<file path="src/rtl/cnn_layer_sequencer.sv">
`default_nettype none
// ============================================================================
//  Module      : cnn_layer_sequencer
//  Description : Top-level inference scheduler for the QuickDraw CNN datapath.
//                Drives the layer engines (conv1, pool1, conv2, pool2, fc1,
//                fc2) strictly in order, one start/done handshake per layer,
//                with per-layer timeout detection, abort and cycle counters.
//
//  Ports
//    clk          : clock
//    reset        : asynchronous, active-high reset
//    run          : single-cycle pulse starting a full inference
//    abort        : synchronous abort, highest priority after reset
//    layer_done   : level done flags from the engines
//    layer_start  : one-hot (or zero) registered start levels to the engines
//    busy         : high in ARM, RUN and RELEASE
//    all_done     : sticky success flag
//    error        : sticky timeout flag
//    err_layer    : index of the layer that timed out
//    cur_layer    : index of the layer currently being driven
//    layer_cycles : start-to-done cycle count of the last completed layer
//    total_cycles : cycles from run accepted to FINISH entry (saturating)
//
//  Revision    : 1.0  initial release
// ============================================================================
module cnn_layer_sequencer #(
    parameter int NUM_LAYERS     = 6,
    parameter int TIMEOUT_CYCLES = 1048576,
    parameter int CNT_W          = 32,
    localparam int c_IDX_W       = (NUM_LAYERS > 1) ? $clog2(NUM_LAYERS) : 1
) (
    input  logic                  clk,
    input  logic                  reset,
    input  logic                  run,
    input  logic                  abort,
    input  logic [NUM_LAYERS-1:0] layer_done,
    output logic [NUM_LAYERS-1:0] layer_start,
    output logic                  busy,
    output logic                  all_done,
    output logic                  error,
    output logic [c_IDX_W-1:0]    err_layer,
    output logic [c_IDX_W-1:0]    cur_layer,
    output logic [CNT_W-1:0]      layer_cycles,
    output logic [CNT_W-1:0]      total_cycles
);

    localparam logic [c_IDX_W-1:0]    c_LAST_LAYER = c_IDX_W'(NUM_LAYERS - 1);
    localparam logic [c_IDX_W-1:0]    c_IDX_ONE    = c_IDX_W'(1);
    localparam logic [CNT_W-1:0]      c_CNT_ONE    = CNT_W'(1);
    localparam logic [CNT_W-1:0]      c_TIMEOUT_M1 = CNT_W'(TIMEOUT_CYCLES - 1);
    localparam logic [NUM_LAYERS-1:0] c_START_ONE  = NUM_LAYERS'(1);

    typedef enum logic [2:0] {
        S_IDLE    = 3'd0,
        S_ARM     = 3'd1,
        S_RUN     = 3'd2,
        S_RELEASE = 3'd3,
        S_FINISH  = 3'd4,
        S_ERROR   = 3'd5
    } state_t;

    state_t                  r_state,        w_state_nxt;
    logic [c_IDX_W-1:0]      r_cur_layer,    w_cur_layer_nxt;
    logic [CNT_W-1:0]        r_timer,        w_timer_nxt;
    logic [CNT_W-1:0]        r_layer_cycles, w_layer_cycles_nxt;
    logic [CNT_W-1:0]        r_total_cycles, w_total_cycles_nxt;
    logic                    r_all_done,     w_all_done_nxt;
    logic                    r_error,        w_error_nxt;
    logic [c_IDX_W-1:0]      r_err_layer,    w_err_layer_nxt;
    logic [NUM_LAYERS-1:0]   r_layer_start,  w_layer_start_nxt;

    logic                    w_done_cur;
    logic                    w_timeout;
    logic [CNT_W-1:0]        w_total_inc;

    // Only the engine currently being driven is listened to.
    assign w_done_cur  = layer_done[r_cur_layer];
    // >= rather than == so that a timer which slipped past the limit while
    // leaving ARM can still trip the timeout in RUN.
    assign w_timeout   = (r_timer >= c_TIMEOUT_M1);
    assign w_total_inc = (r_total_cycles == '1) ? r_total_cycles
                                                : r_total_cycles + c_CNT_ONE;

    // ------------------------------------------------------------------
    // State and datapath registers
    // ------------------------------------------------------------------
    always_ff @(posedge clk or posedge reset) begin
        if (reset) begin
            r_state        <= S_IDLE;
            r_cur_layer    <= '0;
            r_timer        <= '0;
            r_layer_cycles <= '0;
            r_total_cycles <= '0;
            r_all_done     <= 1'b0;
            r_error        <= 1'b0;
            r_err_layer    <= '0;
            r_layer_start  <= '0;
        end else begin
            r_state        <= w_state_nxt;
            r_cur_layer    <= w_cur_layer_nxt;
            r_timer        <= w_timer_nxt;
            r_layer_cycles <= w_layer_cycles_nxt;
            r_total_cycles <= w_total_cycles_nxt;
            r_all_done     <= w_all_done_nxt;
            r_error        <= w_error_nxt;
            r_err_layer    <= w_err_layer_nxt;
            r_layer_start  <= w_layer_start_nxt;
        end
    end

    // ------------------------------------------------------------------
    // Next-state and next-datapath logic
    // ------------------------------------------------------------------
    always_comb begin
        w_state_nxt        = r_state;
        w_cur_layer_nxt    = r_cur_layer;
        w_timer_nxt        = r_timer;
        w_layer_cycles_nxt = r_layer_cycles;
        w_total_cycles_nxt = r_total_cycles;
        w_all_done_nxt     = r_all_done;
        w_error_nxt        = r_error;
        w_err_layer_nxt    = r_err_layer;

        if (abort) begin
            // Counters and the error flag are left intact for post-mortem.
            w_state_nxt    = S_IDLE;
            w_all_done_nxt = 1'b0;
        end else begin
            case (r_state)
                S_IDLE, S_FINISH, S_ERROR: begin
                    if (run) begin
                        w_state_nxt        = S_ARM;
                        w_cur_layer_nxt    = '0;
                        w_all_done_nxt     = 1'b0;
                        w_error_nxt        = 1'b0;
                        w_total_cycles_nxt = '0;
                        w_timer_nxt        = '0;
                    end
                end

                S_ARM: begin
                    // A done still high here is left over from the previous
                    // inference; wait for the engine to clear it on start.
                    w_total_cycles_nxt = w_total_inc;
                    if (!w_done_cur) begin
                        w_state_nxt = S_RUN;
                        w_timer_nxt = r_timer + c_CNT_ONE;
                    end else if (w_timeout) begin
                        w_state_nxt     = S_ERROR;
                        w_error_nxt     = 1'b1;
                        w_err_layer_nxt = r_cur_layer;
                    end else begin
                        w_timer_nxt = r_timer + c_CNT_ONE;
                    end
                end

                S_RUN: begin
                    w_total_cycles_nxt = w_total_inc;
                    // Done is tested before timeout so a same-cycle done wins.
                    if (w_done_cur) begin
                        w_state_nxt        = S_RELEASE;
                        w_layer_cycles_nxt = r_timer + c_CNT_ONE;
                    end else if (w_timeout) begin
                        w_state_nxt     = S_ERROR;
                        w_error_nxt     = 1'b1;
                        w_err_layer_nxt = r_cur_layer;
                    end else begin
                        w_timer_nxt = r_timer + c_CNT_ONE;
                    end
                end

                S_RELEASE: begin
                    w_total_cycles_nxt = w_total_inc;
                    if (r_cur_layer == c_LAST_LAYER) begin
                        w_state_nxt    = S_FINISH;
                        w_all_done_nxt = 1'b1;
                    end else begin
                        w_state_nxt     = S_ARM;
                        w_cur_layer_nxt = r_cur_layer + c_IDX_ONE;
                        w_timer_nxt     = '0;
                    end
                end

                default: begin
                    w_state_nxt = S_IDLE;
                end
            endcase
        end

        // Starts are decoded from the next state so they come straight off a
        // flop and are guaranteed one-hot or zero.
        w_layer_start_nxt = '0;
        if ((w_state_nxt == S_ARM) || (w_state_nxt == S_RUN)) begin
            w_layer_start_nxt = c_START_ONE << w_cur_layer_nxt;
        end
    end

    // ------------------------------------------------------------------
    // Outputs
    // ------------------------------------------------------------------
    assign layer_start  = r_layer_start;
    assign busy         = (r_state == S_ARM) || (r_state == S_RUN) ||
                          (r_state == S_RELEASE);
    assign all_done     = r_all_done;
    assign error        = r_error;
    assign err_layer    = r_err_layer;
    assign cur_layer    = r_cur_layer;
    assign layer_cycles = r_layer_cycles;
    assign total_cycles = r_total_cycles;

endmodule
`default_nettype wire

</file>
<file path="config.mk">
export PLATFORM = sky130hd
export DESIGN_NAME = cnn_layer_sequencer
export DESIGN_NICKNAME = d
export VERILOG_FILES = /design/src/rtl/cnn_layer_sequencer.sv
export SDC_FILE = /design/constraint.sdc
export NUM_CORES = 1
export LEC_CHECK = 0
export CAP_MARGIN = 20
export CORE_MARGIN = 4
export CORE_UTILIZATION = 35
export DETAILED_ROUTE_END_ITERATION = 10
export PLACE_DENSITY_LB_ADDON = 0.1
export SLEW_MARGIN = 25
export SYNTH_ARGS = -nofsm -noshare
export SYNTH_HDL_FRONTEND = slang
export SYNTH_SLANG_ARGS = --single-unit
</file>
<file path="constraint.sdc">
create_clock -name clk -period 4.05 [get_ports clk]
set_clock_uncertainty 0.1 [all_clocks]
set_input_delay 0.6075 -clock clk [delete_from_list [all_inputs] [get_ports clk]]
set_output_delay 0.6075 -clock clk [all_outputs]
set_load 0.1 [all_outputs]
</file>
==> results of run 1 <==
[per-stage QoR]
step,worst slack (ns),cells,utilization,power [W]
detailed placement,0.935,927,0.423,0.00201
global placement,1.05,927,0.423,0.00201
floorplan,0.355,650,-,0.00183
global route,0.943,959,0.464,0.00388
CTS,1.14,959,0.464,0.00376
finish,1.17,959,0.464,0.00371
[report_power, final]
group	leakage [nW]	internal (W)	switching, W
combinational	1.21	0.000195	0.000549
sequential	1.57	0.00118	0.0000631
clock	0.336	0.00122	0.000505
[worst max-delay path: stages (launching register included)]
cell and delay (ns):
sky130_fd_sc_hd__dfrtp_1 0.41, sky130_fd_sc_hd__ha_1 0.27, sky130_fd_sc_hd__and4_1 0.31, sky130_fd_sc_hd__and2_1 0.36
sky130_fd_sc_hd__a31oi_4 0.21, sky130_fd_sc_hd__or3_4 0.45, sky130_fd_sc_hd__a211oi_4 0.29, sky130_fd_sc_hd__mux2_2 0.36
[cell usage in the layout, fill, tap and decap left out, types with 16 or more instances in the layout]
cell and instances:
sky130_fd_sc_hd__clkbuf_16 17, sky130_fd_sc_hd__nand2_1 67, sky130_fd_sc_hd__nor2_1 60, sky130_fd_sc_hd__nor3_1 22, sky130_fd_sc_hd__a21oi_1 22, sky130_fd_sc_hd__xnor2_1 36
sky130_fd_sc_hd__dfrtp_1 113, sky130_fd_sc_hd__inv_1 17, sky130_fd_sc_hd__clkdlybuf4s50_1 87, sky130_fd_sc_hd__xor2_1 16, sky130_fd_sc_hd__nand3_1 29, sky130_fd_sc_hd__o21ai_0 68
[worst max-delay path by stage]
stage                                 from                            to  slack [ns]
floorplan                            reset          all_done$_DFFE_PP0P_        0.36
global placement                       run  total_cycles[25]$_DFFE_PP0P_        1.05
detailed placement                     run  total_cycles[16]$_DFFE_PP0P_        0.94
CTS                 r_timer[0]$_DFFE_PP0P_      err_layer[1]$_DFFE_PP0P_        1.14
global route          r_state[1]$_DFF_PP0_  total_cycles[17]$_DFFE_PP0P_        0.94
finish              r_timer[0]$_DFFE_PP0P_      err_layer[0]$_DFFE_PP0P_        1.17
[registers in the layout, summed over array words and instances (netlist names)]
name,cells
err_layer,3
cur_layer,3
error,1
r_timer,32
all_done,1
r_state,3
total_cycles,32
layer_start,6
layer_cycles,32
[logic make-up after synthesis]
family | synth area share
AND/OR/NAND/NOR | 0.222
AO/OA/AOI/OAI | 0.169
flip-flops | 0.471
buffers and inverters | 0.0406
XOR/XNOR | 0.0759
multiplexers | 0.0125
adder cells (fa/ha/maj) | 0.00834
[metal layers]
metal	GRT usage	wire length [µm]	part of all wire
met5	0	0	0
met1	0.213	7190	0.49
met4	0.0618	249	0.017
met2	0.228	6380	0.44
met3	0.0534	830	0.057
[synth_stat cells (all sizes together), types with 2 or more instances]
cell type / n / area, µm²
nand4: 10 / 68.8
o22ai: 3 / 18.8
a31oi: 7 / 58.8
and2: 4 / 25.0
or2: 3 / 18.8
buf: 12 / 70.1
o2111ai: 3 / 26.3
a21o: 2 / 15.0
o21a: 2 / 15.0
or3: 9 / 61.3
o21ba: 2 / 20.0
dfrtp: 113 / 2830
nand3b: 3 / 22.5
o31ai: 11 / 82.6
nor2: 60 / 225
nand3: 29 / 145
or3b: 3 / 26.3
a21oi: 22 / 110
o21bai: 4 / 30.0
o22a: 8 / 70.1
a211oi: 4 / 42.5
inv: 18 / 67.6
xnor2: 36 / 315
o21ai: 68 / 340
ha: 4 / 50.1
and4: 7 / 61.3
nand2: 67 / 251
and3: 7 / 43.8
nor3: 23 / 115
o311ai: 2 / 25.0
nor2b: 4 / 25.0
or4: 2 / 15.0
clkbuf: 28 / 106
xor2: 16 / 140
nor4: 12 / 105
nor3b: 4 / 30.0
mux2: 4 / 45.0
o41ai: 5 / 43.8
nand2b: 10 / 62.6
mux2i: 3 / 30.0
a41oi: 3 / 26.3
[layout make-up]
cell class                      instances  area [µm²]  area share
Tap cell                              220         275      0.0355
Clock buffer                           22         484      0.0624
Sequential cell                       113        2830       0.365
Inverter                               18        70.1     0.00903
Timing Repair Buffer                   97         958       0.124
Clock inverter                         10         203      0.0261
Multi-Input combinational cell        479        2940       0.379
==> flow_summary_export.csv, run 1 <==
group,metric,value,unit
min_path,timing.hold.worst.class,"register to register",
global_routing,grt_util_all_layers,0.156,
synthesis,postSynthCellCount,650,
routing,drt_first_pass_iters,4,
clock_network,clock_sink_count,113,
sta,grt_setup_unrepaired,"false",
routing,viasPerCell,5.10,
global_routing,vias_in_the_first_global_route,4853,
sta,finalHoldViolCount,0,
final_layout,nets_final,740,
clock_network,cts_repair_resize_count,0,
global_routing,grt_pass1_wl,24.8,mm
clock_network,cts.clk_slew.worst_paths,0.05,ns
floorplanning,die_h,139,µm
clock_network,clock_tree.htree_level_count,4,
worst_setup_path,regToRegSetupSlack,1.17,ns
synthesis,synthDistinctLibCells,64,
worst_setup_path,worst_r2r_endpoint,"err_layer[0]$_DFFE_PP0P_",
synthesis,postSynth.asyncResetShare,1.00,
sta,clock.fmax,347,MHz
power,p_leak,3.11,nW
final_layout,layout.cell_area.non_filler,7760,µm²
routing,drc,0,
synthesis,yosys_register_bits,113,
final_layout,area.growth.synth_to_final,29.2,%
worst_setup_path,reg2regPathDepth,7,
floorplanning,start_util,0.359,
final_layout,num_antenna_cells,0,
final_layout,layout-drive-gt1-share,0.0853,
clock_network,cts_inserted_buffers,17,
clock_network,worstSkewPairLatency,0.41,ns
sta,setup_tns_final,0,ns
final_layout,fill_cells,1603,
floorplanning,floorplan.io_pins,89,
sta,hold_slack,0.374,ns
clock_network,post-cts-setup-buffer-count,0,
synthesis,post_synthesis_cell_area,6000,µm²
global_routing,grt.overflow.total,0,
placed_design,hpwlAfterDp,10.0,mm
run,timing.max_cap.violations,0,
placed_design,gpl.final_weighted_congestion,0.823,
clock_network,cts_max_path_buffers,2,
routing,detailroute.via_count,4894,
power,power_per_cell_area,478,nW/µm²
worst_setup_path,critPathKind,"register to register",
worst_setup_path,worst_setup_path_end_kind,"register",
placed_design,portBuffers,88,
power,worst_vdd_ir,0.000371,V
sta,setup_violations,0,
min_path,min_delay_worst_endpoint,"layer_cycles[17]$_DFFE_PP0P_",
floorplanning,fp.coreArea,16700,µm²
synthesis,synth.net_count,664,
global_routing,grt_start_max_net_pins,69,
floorplanning,die_area,19300,µm²
min_path,hold_path.startpoint,"layer_cycles[17]$_DFFE_PP0P_",
synthesis,synth-edff-count,0,
sta,slew_headroom,0.291,
routing,detail_route.wirelength,14.6,mm
global_routing,initial_antenna_violation_count,0,
routing,drt.antenna.violating_nets,0,
floorplanning,fp.dieW,139,µm
routing,drt-wirelength-per-cell,15.3,µm
worst_setup_path,required_arrival_time_at_the_worst_endpoint,4.24,ns
worst_setup_path,r2r_start,"r_timer[0]$_DFFE_PP0P_",
synthesis,flip_flop_cell_with_the_highest_count_after_synthesis,"sky130_fd_sc_hd__dfrtp_1",
clock_network,root_buffer,"sky130_fd_sc_hd__clkbuf_16",
clock_network,cts_tree,"yes",
worst_setup_path,path_max_fanout,9,
sta,tightest_slew,1.05,ns
worst_setup_path,timing.critical_path.from_type,"register",
placed_design,post_dp_cell_area,7070,µm²
worst_setup_path,crit_arrival,3.07,ns
floorplanning,num_rows,47,
run_status,run_status,"finished clean",
sta,period_minus_slack,2.88,ns
routing,number_of_design_rule_violations_left_by_the_first_detailed_router_iteration,221,
sta,slew_viol_final,0,
min_path,holdPathStages,2,
clock_network,cts.hold.buffers_added,0,
sta,period_share,0.712,
synthesis,seq_area_frac_synth,0.471,
synthesis,synth.avg_cell_area,9.23,µm²
synthesis,yosysWarnings,0,
Note: power is estimated with default switching activity, not from simulation.
==> inputs of run 2 (changes only) <==
==> constraint.sdc (replaced) <==
create_clock -name clk -period 3 [get_ports clk]
set_clock_uncertainty 0.1 [all_clocks]
set_input_delay 0.45 -clock clk [delete_from_list [all_inputs] [get_ports clk]]
set_output_delay 0.45 -clock clk [all_outputs]
set_load 0.1 [all_outputs]
==> run 2 against run 1 <==
Compared with the run above: sequential cell count unchanged; via count grew 3.4%; hold slack got worse by 0.14 ns; global-route usage up 0.31 points; design area fell by 2.5%; register-to-register slack got worse by 0.78 ns; maximum frequency rose by 10%; routed wire length increased by 1.2%; utilization is 1.1 points lower; sequential power grew 34%; critical path depth shrank 1; count of clock-buffer cells in the layout is 3 higher; critical path type unchanged; highest routed layer unchanged.
==> flow_summary_export.csv, run 2 (synthesis gave the netlist of run 1 again) <==
group,metric,value,unit
run_status,run_status,"finished clean",
placed_design,hpwlAfterDp,10.4,mm
sta,post-route-worst-setup-slack,0.386,ns
power,seq_power_share,0.367,
floorplanning,fp.dieW,139,µm
floorplanning,die_h,139,µm
worst_setup_path,critPathSlowestCell,"sky130_fd_sc_hd__nor4_4",
sta,clock.fmax,383,MHz
power,worst_vdd_ir,0.000547,V
routing,viasPerCell,5.21,
worst_setup_path,critical_path.max_stage_delay,0.47,ns
worst_setup_path,cp_top_family,"simple AND/OR/NAND/NOR gates",
clock_network,cts_inserted_buffers,17,
final_layout,area.growth.synth_to_final,26.1,%
sta,grt_setup_unrepaired,"false",
clock_network,clock_tree.htree_level_count,4,
final_layout,num_antenna_cells,0,
worst_setup_path,critPathKind,"register to register",
sta,slew_headroom,0.513,
placed_design,gpl.final_weighted_congestion,0.807,
power,portion_of_total_power_attributed_to_combinational_logic,0.223,
clock_network,cts.hold.buffers_added,0,
worst_setup_path,crit_arrival,2.80,ns
routing,drt-wirelength-per-cell,15.3,µm
final_layout,layout-drive-gt1-share,0.205,
power,p_sw,0.00150,W
clock_network,root_buffer,"sky130_fd_sc_hd__clkbuf_16",
clock_network,cts_max_path_buffers,2,
global_routing,grt_start_max_net_pins,70,
power,pwr-share-clk,0.410,
final_layout,final_common_cell,"sky130_fd_sc_hd__dfrtp_1",
routing,drt_first_pass_iters,5,
sta,setup_violations,0,
clock_network,post-cts-setup-buffer-count,0,
worst_setup_path,timing.critical_path.from_type,"register",
min_path,timing.hold.worst.class,"input pin to asynchronous set/reset pin",
routing,detailroute.via_count,5058,
routing,drc,0,
worst_setup_path,timing.critical_path.cells,"nand4_2 -> nor4_4 -> a31oi_4 -> or3_4 -> a211oi_4 -> mux2_2",
sta,period_share,0.871,
power,fin_total_pwr,0.00459,W
sta,slew_viol_final,0,
routing,number_of_design_rule_violations_left_by_the_first_detailed_router_iteration,309,
placed_design,portBuffers,88,
worst_setup_path,critical_path_buf_inv_count,0,
clock_network,cts.clk_slew.worst_paths,0.05,ns
floorplanning,fp.coreArea,16700,µm²
clock_network,clock_sink_count,113,
power,switching_share,0.327,
clock_network,cts_tree,"yes",
placed_design,pre_cts_slack,0.191,ns
worst_setup_path,regToRegSetupSlack,0.39,ns
sta,setup_tns_final,0,ns
floorplanning,floorplan.io_pins,89,
worst_setup_path,path_max_fanout,7,
routing,detail_route.wirelength,14.8,mm
global_routing,vias_in_the_first_global_route,4965,
power,power_per_cell_area,606,nW/µm²
power,internal_power,0.00309,W
worst_setup_path,required_arrival_time_at_the_worst_endpoint,3.19,ns
sta,tightest_slew,0.730,ns
floorplanning,num_rows,47,
routing,drt.antenna.violating_nets,0,
sta,finalHoldViolCount,0,
global_routing,grt_pass1_wl,25.6,mm
global_routing,grt.overflow.total,0,
final_layout,nets_final,753,
final_layout,finalCoreUtilization,0.453,
floorplanning,start_util,0.359,
global_routing,grt_util_all_layers,0.159,
final_layout,fill_cells,1655,
power,p_leak,3.28,nW
clock_network,cts_repair_resize_count,0,
final_layout,top_library_cells_by_usage_in_the_layout_fill_and_taps_aside,"109 x sky130_fd_sc_hd__dfrtp_1, 97 x sky130_fd_sc_hd__buf_4, 68 x sky130_fd_sc_hd__o21ai_0",
sta,period_minus_slack,2.61,ns
worst_setup_path,worst_setup_path_end_kind,"register",
clock_network,worstSkewPairLatency,0.40,ns
global_routing,initial_antenna_violation_count,0,
floorplanning,die_area,19300,µm²
run,timing.max_cap.violations,0,
-- run 2: power by group through the flow --
stage          logic [W]  registers, W  clock network [W]
2_1_floorplan   0.000438       0.00203                  0
3_3_place_gp     0.00102       0.00170                  0
3_5_place_dp     0.00103       0.00170                  0
4_1_cts          0.00104       0.00168            0.00194
5_1_grt          0.00110       0.00169            0.00201
6_report         0.00102       0.00168            0.00188
-- run 2: metal layers --
metal,routed length [µm],share of wire,GRT usage
met4,183,0.012,0.0515
met3,794,0.054,0.0455
met1,6950,0.47,0.214
met2,6900,0.47,0.250
met5,0,0,0
-- run 2: cell type report --
class / count / area, µm² / area share
Clock buffer: 25 / 495 / 0.0655
Clock inverter: 6 / 55.1 / 0.00728
Inverter: 18 / 71.3 / 0.00942
Multi-Input combinational cell: 479 / 2940 / 0.388
Sequential cell: 113 / 2830 / 0.374
Tap cell: 220 / 275 / 0.0364
Timing Repair Buffer: 110 / 898 / 0.119
-- run 2: worst register-to-register path: stages, from the launching register on --
cell	delay [ns]
sky130_fd_sc_hd__dfrtp_1	0.46
sky130_fd_sc_hd__nand4_2	0.19
sky130_fd_sc_hd__nor4_4	0.47
sky130_fd_sc_hd__a31oi_4	0.19
sky130_fd_sc_hd__or3_4	0.44
sky130_fd_sc_hd__a211oi_4	0.27
sky130_fd_sc_hd__mux2_2	0.37
-- run 2: final timing paths --
kind,cells past startpoint,end,from
worst max-delay path,6,err_layer[2]$_DFFE_PP0P_,r_timer[9]$_DFFE_PP0P_
worst min-delay path,2,total_cycles[2]$_DFFE_PP0P_,reset
worst max register to register,6,err_layer[2]$_DFFE_PP0P_,r_timer[9]$_DFFE_PP0P_
worst min register to register,2,layer_cycles[18]$_DFFE_PP0P_,layer_cycles[18]$_DFFE_PP0P_
max in group asynchronous,3,total_cycles[17]$_DFFE_PP0P_,reset
min in group clk,2,layer_cycles[18]$_DFFE_PP0P_,layer_cycles[18]$_DFFE_PP0P_
-- run 2: through the flow --
| stage | area (µm²) | cells | hold slack (ns) |
|---|---|---|---|
| 6_report | 7570 | 971 | 0.238 |
| 3_5_place_dp | 7020 | 940 | 0.372 |
| 2_1_floorplan | 6010 | 650 | 0.402 |
| 4_1_cts | 7570 | 971 | 0.224 |
| 3_3_place_gp | 7020 | 940 | 0.365 |
| 5_1_grt | 7570 | 971 | 0.247 |
